## config.mk

```make
export PLATFORM = sky130hd
export DESIGN_NAME = adc_trigger_capture_flat
export DESIGN_NICKNAME = d
export VERILOG_FILES = /design/src/rtl/adc_trigger_capture_pkg.sv /design/src/rtl/adc_trigger_capture_if.sv /design/src/rtl/adc_trigger_capture_trig_detect.sv /design/src/rtl/adc_trigger_capture.sv /design/src/flat_wrapper.sv
export SDC_FILE = /design/constraint.sdc
export NUM_CORES = 1
export LEC_CHECK = 0
export ABC_AREA = 1
export CORE_MARGIN = 2
export CORE_UTILIZATION = 31
export DETAILED_ROUTE_END_ITERATION = 8
export PLACE_DENSITY = 0.6
export SETUP_SLACK_MARGIN = 0.3
export SLEW_MARGIN = 10
export SYNTH_ARGS = -nofsm -noshare
export SYNTH_HDL_FRONTEND = slang
export SYNTH_SLANG_ARGS = --single-unit
```

## constraint.sdc

```tcl
create_clock -name clk -period 2.3 [get_ports clk]
set_input_delay 0.575 -clock clk [delete_from_list [all_inputs] [get_ports clk]]
set_output_delay 0.575 -clock clk [all_outputs]
set_load 0.1 [all_outputs]
```

## src/rtl/adc_trigger_capture_pkg.sv

```systemverilog
// Shared definitions for the ADC trigger/capture engine: FSM state codes and slope selects.
package adc_trigger_capture_pkg;

  localparam logic [2:0] ST_IDLE      = 3'd0;
  localparam logic [2:0] ST_PREFILL   = 3'd1;
  localparam logic [2:0] ST_WAIT_TRIG = 3'd2;
  localparam logic [2:0] ST_POST      = 3'd3;
  localparam logic [2:0] ST_DONE      = 3'd4;

  localparam logic SLOPE_RISING  = 1'b0;
  localparam logic SLOPE_FALLING = 1'b1;

  function automatic logic is_busy(input logic [2:0] s);
    return (s == ST_PREFILL) || (s == ST_WAIT_TRIG) || (s == ST_POST);
  endfunction

endpackage

```

## src/rtl/adc_trigger_capture_if.sv

```systemverilog
// ADC sample/control inputs and capture-RAM write/status outputs of adc_trigger_capture.
interface adc_trigger_capture_if #(
  parameter int DATA_W = 8,
  parameter int ADDR_W = 12
);
  logic [DATA_W-1:0] adc_data;
  logic              adc_valid;
  logic              arm;
  logic              force_trig;
  logic [DATA_W-1:0] trig_level;
  logic              trig_slope;
  logic [ADDR_W-1:0] pretrig;

  logic              wr_en;
  logic [ADDR_W-1:0] wr_addr;
  logic [DATA_W-1:0] wr_data;
  logic [ADDR_W-1:0] trig_addr;
  logic [ADDR_W-1:0] start_addr;
  logic              busy;
  logic              done;
  logic              auto_fired;

  modport master (
    output adc_data, adc_valid, arm, force_trig, trig_level, trig_slope, pretrig,
    input  wr_en, wr_addr, wr_data, trig_addr, start_addr, busy, done, auto_fired
  );

  modport slave (
    input  adc_data, adc_valid, arm, force_trig, trig_level, trig_slope, pretrig,
    output wr_en, wr_addr, wr_data, trig_addr, start_addr, busy, done, auto_fired
  );
endinterface

```

## src/rtl/adc_trigger_capture_trig_detect.sv

```systemverilog
// Level/slope trigger detector: tracks the previous valid sample and flags a crossing combinationally.
module trig_detect
  import adc_trigger_capture_pkg::*;
#(
  parameter int DATA_W = 8
) (
  input  logic              clk,
  input  logic              rst,
  input  logic              clear,
  input  logic              enable,
  input  logic              valid,
  input  logic [DATA_W-1:0] sample,
  input  logic [DATA_W-1:0] level,
  input  logic              slope,
  output logic              trig_hit
);
  logic [DATA_W-1:0] prev;
  logic              prev_valid;
  logic              crossed;

  // prev follows every valid sample, so history from PREFILL is available in WAIT_TRIG
  always_ff @(posedge clk) begin
    if (rst || clear) begin
      prev       <= '0;
      prev_valid <= 1'b0;
    end else if (valid) begin
      prev       <= sample;
      prev_valid <= 1'b1;
    end
  end

  always_comb begin
    if (slope == SLOPE_RISING) crossed = (prev < level) && (sample >= level);
    else                       crossed = (prev > level) && (sample <= level);
    trig_hit = enable && valid && prev_valid && crossed;
  end

endmodule

```

## src/rtl/adc_trigger_capture.sv

```systemverilog
// Triggered ADC acquisition: circular pre-trigger history, level/slope/forced trigger, capture-RAM writes.
// Define CAPTURE_AUTO_TRIG_EN to enable the WAIT_TRIG auto-trigger timeout (AUTO_TIMEOUT cycles).
module adc_trigger_capture
  import adc_trigger_capture_pkg::*;
#(
  parameter int DATA_W       = 8,
  parameter int ADDR_W       = 12,
  parameter int AUTO_TIMEOUT = 1024
) (
  input logic                  clk,
  input logic                  rst,
  adc_trigger_capture_if.slave bus
);
  logic [2:0]        state;
  logic [ADDR_W-1:0] wr_ptr;
  logic [ADDR_W-1:0] cnt;
  logic [ADDR_W-1:0] pretrig_eff;
  logic              force_pend;
  logic              auto_pend;
  logic              trig_hit;
  logic              in_wait;
  logic              writing;
  logic              arm_ok;
  logic              fire;

  always_comb begin
    in_wait = (state == ST_WAIT_TRIG);
    writing = bus.adc_valid && is_busy(state);
    arm_ok  = bus.arm && ((state == ST_IDLE) || (state == ST_DONE));
    fire    = trig_hit ||
              (in_wait && bus.adc_valid && (force_pend || bus.force_trig || auto_pend));
  end

  trig_detect #(.DATA_W(DATA_W)) u_trig (
    .clk      (clk),
    .rst      (rst),
    .clear    (arm_ok),
    .enable   (in_wait),
    .valid    (bus.adc_valid),
    .sample   (bus.adc_data),
    .level    (bus.trig_level),
    .slope    (bus.trig_slope),
    .trig_hit (trig_hit)
  );

  always_ff @(posedge clk) begin
    if (rst) begin
      state          <= ST_IDLE;
      wr_ptr         <= '0;
      cnt            <= '0;
      pretrig_eff    <= '0;
      force_pend     <= 1'b0;
      bus.wr_en      <= 1'b0;
      bus.wr_addr    <= '0;
      bus.wr_data    <= '0;
      bus.trig_addr  <= '0;
      bus.start_addr <= '0;
      bus.busy       <= 1'b0;
      bus.done       <= 1'b0;
    end else begin
      bus.wr_en <= writing;
      bus.busy  <= is_busy(state);
      bus.done  <= (state == ST_DONE);
      if (writing) begin
        bus.wr_addr <= wr_ptr;
        bus.wr_data <= bus.adc_data;
        wr_ptr      <= wr_ptr + ADDR_W'(1);
      end
      case (state)
        ST_IDLE, ST_DONE: begin
          if (arm_ok) begin
            // an ADDR_W-wide PRETRIG never exceeds DEPTH-1, so the clamp is the value itself
            wr_ptr      <= '0;
            force_pend  <= 1'b0;
            pretrig_eff <= bus.pretrig;
            cnt         <= bus.pretrig;
            state       <= (bus.pretrig == '0) ? ST_WAIT_TRIG : ST_PREFILL;
          end
        end
        ST_PREFILL: begin
          if (bus.adc_valid) begin
            cnt <= cnt - ADDR_W'(1);
            if (cnt == ADDR_W'(1)) state <= ST_WAIT_TRIG;
          end
        end
        ST_WAIT_TRIG: begin
          if (fire) begin
            bus.trig_addr  <= wr_ptr;
            bus.start_addr <= wr_ptr - pretrig_eff;
            force_pend     <= 1'b0;
            // DEPTH-1-pretrig_eff is the ADDR_W-bit complement
            cnt            <= ~pretrig_eff;
            state          <= (pretrig_eff == '1) ? ST_DONE : ST_POST;
          end else if (bus.force_trig) begin
            force_pend <= 1'b1;
          end
        end
        ST_POST: begin
          if (bus.adc_valid) begin
            cnt <= cnt - ADDR_W'(1);
            if (cnt == ADDR_W'(1)) state <= ST_DONE;
          end
        end
        default: state <= ST_IDLE;
      endcase
    end
  end

`ifdef CAPTURE_AUTO_TRIG_EN
  localparam int CNT_W = $clog2(AUTO_TIMEOUT + 1);
  logic [CNT_W-1:0] auto_cnt;

  // counter idles at zero outside WAIT_TRIG, so each entry starts a fresh timeout
  always_ff @(posedge clk) begin
    if (rst || !in_wait) begin
      auto_cnt  <= '0;
      auto_pend <= 1'b0;
    end else if (!auto_pend) begin
      auto_cnt <= auto_cnt + CNT_W'(1);
      if (auto_cnt == CNT_W'(AUTO_TIMEOUT - 1)) auto_pend <= 1'b1;
    end
  end

  always_ff @(posedge clk) begin
    if (rst || arm_ok)          bus.auto_fired <= 1'b0;
    else if (fire && auto_pend) bus.auto_fired <= 1'b1;
  end
`else
  localparam int unused_auto_timeout = AUTO_TIMEOUT;
  assign auto_pend      = 1'b0;
  assign bus.auto_fired = 1'b0;
`endif

endmodule
```

## src/flat_wrapper.sv

```systemverilog
// flat-port wrapper written by rule: the top's interface ports become plain ports
module adc_trigger_capture_flat import adc_trigger_capture_pkg::*;
#(
  parameter int DATA_W       = 8,
  parameter int ADDR_W       = 12,
  parameter int AUTO_TIMEOUT = 1024
)
  (clk, rst, bus_adc_data, bus_adc_valid, bus_arm, bus_force_trig, bus_trig_level, bus_trig_slope, bus_pretrig, bus_wr_en, bus_wr_addr, bus_wr_data, bus_trig_addr, bus_start_addr, bus_busy, bus_done, bus_auto_fired);
  adc_trigger_capture_if #(.DATA_W(DATA_W), .ADDR_W(ADDR_W)) bus_i ();
  input logic clk;
  input logic rst;
  input wire logic [$bits(bus_i.adc_data)-1:0] bus_adc_data;
  input wire logic [$bits(bus_i.adc_valid)-1:0] bus_adc_valid;
  input wire logic [$bits(bus_i.arm)-1:0] bus_arm;
  input wire logic [$bits(bus_i.force_trig)-1:0] bus_force_trig;
  input wire logic [$bits(bus_i.trig_level)-1:0] bus_trig_level;
  input wire logic [$bits(bus_i.trig_slope)-1:0] bus_trig_slope;
  input wire logic [$bits(bus_i.pretrig)-1:0] bus_pretrig;
  output wire logic [$bits(bus_i.wr_en)-1:0] bus_wr_en;
  output wire logic [$bits(bus_i.wr_addr)-1:0] bus_wr_addr;
  output wire logic [$bits(bus_i.wr_data)-1:0] bus_wr_data;
  output wire logic [$bits(bus_i.trig_addr)-1:0] bus_trig_addr;
  output wire logic [$bits(bus_i.start_addr)-1:0] bus_start_addr;
  output wire logic [$bits(bus_i.busy)-1:0] bus_busy;
  output wire logic [$bits(bus_i.done)-1:0] bus_done;
  output wire logic [$bits(bus_i.auto_fired)-1:0] bus_auto_fired;
  assign bus_i.adc_data = bus_adc_data;
  assign bus_i.adc_valid = bus_adc_valid;
  assign bus_i.arm = bus_arm;
  assign bus_i.force_trig = bus_force_trig;
  assign bus_i.trig_level = bus_trig_level;
  assign bus_i.trig_slope = bus_trig_slope;
  assign bus_i.pretrig = bus_pretrig;
  assign bus_wr_en = bus_i.wr_en;
  assign bus_wr_addr = bus_i.wr_addr;
  assign bus_wr_data = bus_i.wr_data;
  assign bus_trig_addr = bus_i.trig_addr;
  assign bus_start_addr = bus_i.start_addr;
  assign bus_busy = bus_i.busy;
  assign bus_done = bus_i.done;
  assign bus_auto_fired = bus_i.auto_fired;
  adc_trigger_capture #(.DATA_W(DATA_W), .ADDR_W(ADDR_W), .AUTO_TIMEOUT(AUTO_TIMEOUT)) u_core (.clk(clk), .rst(rst), .bus(bus_i));
endmodule
```

==> reports/qor_table.md <==
| Group | Item | This run |
|---|---|---|
| outcome | Status | completed |
| critical path | Logic depth of the worst register-to-register path | 15 |
| critical path | Element type at the critical path start | primary input |
| global routing | Pin count of the biggest net entering global routing | 49 |
| power and ir drop | Leakage power total | 0.00314 µW |
| yosys | Fraction of synthesized area in multiplexers | 0 |
| yosys | Number of storage elements in the synthesis netlist | 96 |
| global routing | Initial antenna violation count | 0 |
| yosys | Mean instance size in the synthesized netlist | 7.34 µm² |
| yosys | Distinct cells, synth | 44 |
| drt | Number of DRC markers after the initial detailed-route iteration | 344 |
| power and ir drop | Switching part of the total power | 0.475 |
| cts | TritonCTS clock tree | done |
| critical path | Reg-to-Reg Start | u_core.u_trig.prev[5]$_SDFFE_PP0P_ |
| yosys | Adder and majority gate portion of the synthesized area | 0.0790 |
| drt | DRC viols | 0 |
| worst hold path | Worst hold start | u_core.bus.wr_data[1]$_SDFFE_PP0P_ |
| cells and area | Signed area change from the synthesized netlist to the final layout | 41.7% |
| cts | Buffer cell driving the clock tree root | sky130_fd_sc_hd__clkbuf_16 |
| drt | Number of iterations in the first detailed-routing pass | 5 |
| sta | Final Hold Fails | 0 |
| place | Gpl congestion | 0.895 |
| sta | Largest clock skew in the final design | 0.00915 ns |
| critical path | Worst reg2reg endpoint | u_core.bus.trig_addr[8]$_SDFFE_PP0P_ |
| run | Max-cap viol count | 0 |
| yosys | Combinational family with the most area after synthesis | simple AND/OR/NAND/NOR gates |
| power and ir drop | Clk pwr share | 0.192 |
| floorplanning | Die Y-Extent | 131 µm |
| power and ir drop | Combinational power share | 0.536 |
| floorplanning | Initial Utilization | 0.316 |
| critical path | Crit Path Class | primary input to flip-flop |
| floorplanning | Total Die Area | 17,200 µm² |
| yosys | Total standard cell area after synthesis | 5000 µm² |
| power and ir drop | Design internal power | 4370 µW |
| global routing | Vias in the first global route | 4,531 |
| cts | Deepest clock path buffer count | 2 |
| yosys | Complex-gate fraction of the synthesized area | 0.184 |
| sta | Period minus WS final | 1.95 ns |
| drt | Via total after detailed routing | 4,866 |
| place | Detailed Place HPWL | 10,400 µm |
| global routing | Overall global routing resource usage | 0.171 |
| worst hold path | WHS Path Cells | 2 |
| cts | Number of clock sinks | 96 |
| sta | Setup TNS | 0 ns |
| drt | Routed WL per cell | 14.5 µm |
| yosys | Gate Count Post-Synth | 682 |
| cts | # H-tree levels | 3 |
| yosys | Main synth FF type | sky130_fd_sc_hd__dfxtp_1 |
| cells and area | Most common library cell in the layout ignoring fill and taps | sky130_fd_sc_hd__nand2_1 |
| cells and area | # diodes | 0 |
| place | Placed instance area | 6280 µm² |
| place | Quantity of I/O buffers inserted on ports | 80 |
| critical path | Worst endpoint required time | 2.55 ns |
| worst hold path | Worst Hold End | u_core.bus.wr_data[1]$_SDFFE_PP0P_ |
| sta | Remaining max-slew budget at the tightest pin | 0.599 |
| sta | Top achievable clock speed | 0.512 GHz |
| floorplanning | Placement Rows | 46 |
| drt | Aggregate routed wire length | 14,700 µm |
| worst hold path | Classification of the worst-slack hold path | flip-flop to flip-flop |
| cells and area | Fraction of final layout cells with drive strength greater than 1 | 0.275 |
| critical path | Largest fanout on the critical path | 7 |
| sta | Setup repair after global routing missed its margin | true |
| yosys | Post-synthesis simple-gate area fraction | 0.225 |
| floorplanning | Die X-Extent | 131 µm |
| yosys | Xor and xnor fraction of the mapped netlist area | 0.0332 |
| yosys | Register area share after synthesis | 0.384 |
| critical path | Crit path arrival time | 2.20 ns |
| cts | Number of buffers created by CTS | 9 |
| critical path | Sort of element at the end of the critical path | flip-flop |
| sta | Slew @ Worst Pin | 0.599 ns |
| floorplanning | Core Box Area | 15,800 µm² |
| power and ir drop | Total power | 8330 µW |
| critical path | FF-to-FF setup slack | 0.36 ns |
| global routing | Grt ovf | 0 |
| global routing | First-pass GRT wire length | 22,700 µm |
| cells and area | Number of cells in the finished layout apart from fillers | 1,019 |
| drt | Via density per instance | 4.78 |
| cts | Clock transition at path regs | 0.07 ns |
| cts | Clock latency at the later pin of the worst-skew pair | 0.35 ns |
| yosys | Number of warnings issued by yosys | 0 |
| sta | Tcrit/Tclk final | 0.848 |
| sta | Max-slew violation count | 0 |
| cells and area | Commonest cells after routing, fill and taps aside | 103 x sky130_fd_sc_hd__nand2_1, 89 x sky130_fd_sc_hd__dfxtp_1, 82 x sky130_fd_sc_hd__buf_4 |
| cts | Hold-fix buffer count after cts | 0 |
| floorplanning | Boundary pin count | 82 |
| sta | Hold Slack | 0.470 ns |
| yosys | EDFF count, synth | 0 |
| yosys | Nets in the synthesized netlist | 747 |
| place | Number of placed instances, taps included | 983 |
| power and ir drop | Sequential cell fraction of total power | 0.272 |
| power and ir drop | Max IR drop VDD | 0.641 mV |
| power and ir drop | Reported net switching power | 3960 µW |
| cells and area | Final layout net count | 863 |
| drt | Number of routed nets with antenna violations | 0 |
| cells and area | Post-route cell area | 7090 µm² |
| yosys | Proportion of synthesized flip-flops having asynchronous set or reset | 0 |
| sta | Count of final setup violators | 0 |
| power and ir drop | Ratio of total power to cell area | 1170 nW/µm² |
kinds of logic after synthesis:
family,after synthesis
buffers and inverters,120
AOI/OAI and AO/OA,168
DFF,96
other,1
and+or+nand+nor,247
adders and majority gates,31
xor gates and xnor gates,19
sequential cells by signal (all words and copies together) (netlist names), 3 cells and up:
signal,count
u_core.bus.wr_data,8
u_core.cnt,12
u_core.state,3
u_core.wr_ptr,12
u_core.pretrig_eff,12
u_core.bus.start_addr,12
u_core.bus.wr_addr,12
u_core.bus.trig_addr,12
u_core.u_trig.prev,8
cell usage after synthesis, types with 11 or more instances:
library cell | instances | area (µm²)
sky130_fd_sc_hd__nand4_1 | 11 | 68.8
sky130_fd_sc_hd__clkbuf_1 | 11 | 41.3
sky130_fd_sc_hd__xor2_1 | 12 | 105
sky130_fd_sc_hd__o21ai_0 | 40 | 200
sky130_fd_sc_hd__nor2_1 | 68 | 255
sky130_fd_sc_hd__o21ai_1 | 20 | 100
sky130_fd_sc_hd__nand2_1 | 115 | 432
sky130_fd_sc_hd__inv_1 | 86 | 323
sky130_fd_sc_hd__dfxtp_1 | 96 | 1920
sky130_fd_sc_hd__a21oi_1 | 82 | 410
sky130_fd_sc_hd__ha_1 | 30 | 375
sky130_fd_sc_hd__nand3_1 | 20 | 100
worst max-delay path by stage:
stage,startpoint,slack [ns],depth (start not counted),end
after floorplan,bus_trig_level[1],0.27,16,u_core.cnt[1]$_SDFFE_PP0P_
after global placement,bus_trig_level[1],-0.49,17,u_core.cnt[1]$_SDFFE_PP0P_
after detailed placement,bus_trig_level[1],-0.53,16,u_core.cnt[5]$_SDFFE_PP0P_
after CTS,u_core.u_trig.prev[7]$_SDFFE_PP0P_,0.30,15,u_core.bus.trig_addr[8]$_SDFFE_PP0P_
after global routing,u_core.u_trig.prev[1]$_SDFFE_PP0P_,0.24,16,u_core.bus.trig_addr[8]$_SDFFE_PP0P_
final,bus_adc_data[3],0.35,18,u_core.bus.trig_addr[8]$_SDFFE_PP0P_
power groups by stage:
stage          registers, µW  clock network, µW  logic, µW
3_5_place_dp            2290                  0       3990
2_1_floorplan           3310                  0       2040
6_report                2260               1600       4460
4_1_cts                 2260               1640       4220
3_3_place_gp            2300                  0       3970
5_1_grt                 2300               1700       4840
metrics by stage:
step                utilization  setup WS (ns)
finish                    0.448          0.348
global route              0.448          0.237
CTS                       0.434          0.297
detailed placement        0.397         -0.530
global placement          0.397         -0.485
floorplan                     -          0.272
critical path, cell delays in order:
cell	delay, ns
sky130_fd_sc_hd__buf_2	0.12
sky130_fd_sc_hd__ha_4	0.26
sky130_fd_sc_hd__nand2_1	0.06
sky130_fd_sc_hd__inv_2	0.05
sky130_fd_sc_hd__nand2_1	0.04
sky130_fd_sc_hd__nand2_1	0.06
sky130_fd_sc_hd__nand2_2	0.07
sky130_fd_sc_hd__nand2_1	0.07
sky130_fd_sc_hd__nand2_1	0.05
sky130_fd_sc_hd__nand2_1	0.07
sky130_fd_sc_hd__nand2_2	0.06
sky130_fd_sc_hd__nand3_4	0.12
sky130_fd_sc_hd__nand2_8	0.08
sky130_fd_sc_hd__buf_6	0.13
sky130_fd_sc_hd__buf_12	0.12
sky130_fd_sc_hd__buf_16	0.12
sky130_fd_sc_hd__o21ai_2	0.10
sky130_fd_sc_hd__nor2_1	0.04
metal layers:
layer,vias up,global-route usage,share of wire
met1,2229,0.237,0.48
met2,133,0.262,0.45
met3,15,0.0483,0.062
met4,0,0.0438,0.011
met5,-,0,0
li1,2489,-,-
repair_timing:
item,4_1_cts,5_1_grt
setup endpoints to repair,40,41
gates cloned,6,1
setup buffers,5,8
gates resized for setup,101,47
pin swaps,27,27
endpoints found under the hold margin,0,0
cell type report:
class                   instances  area, µm²
repair buffers                128       1180
clock buffers                  12        267
flip-flops and latches         96       1930
inverters                      94        392
clock inverters                 4       51.3
multi-input cells             469       3010
fillers                      1634       8730
well taps                     216        270
(Power assumes the default switching activity.)
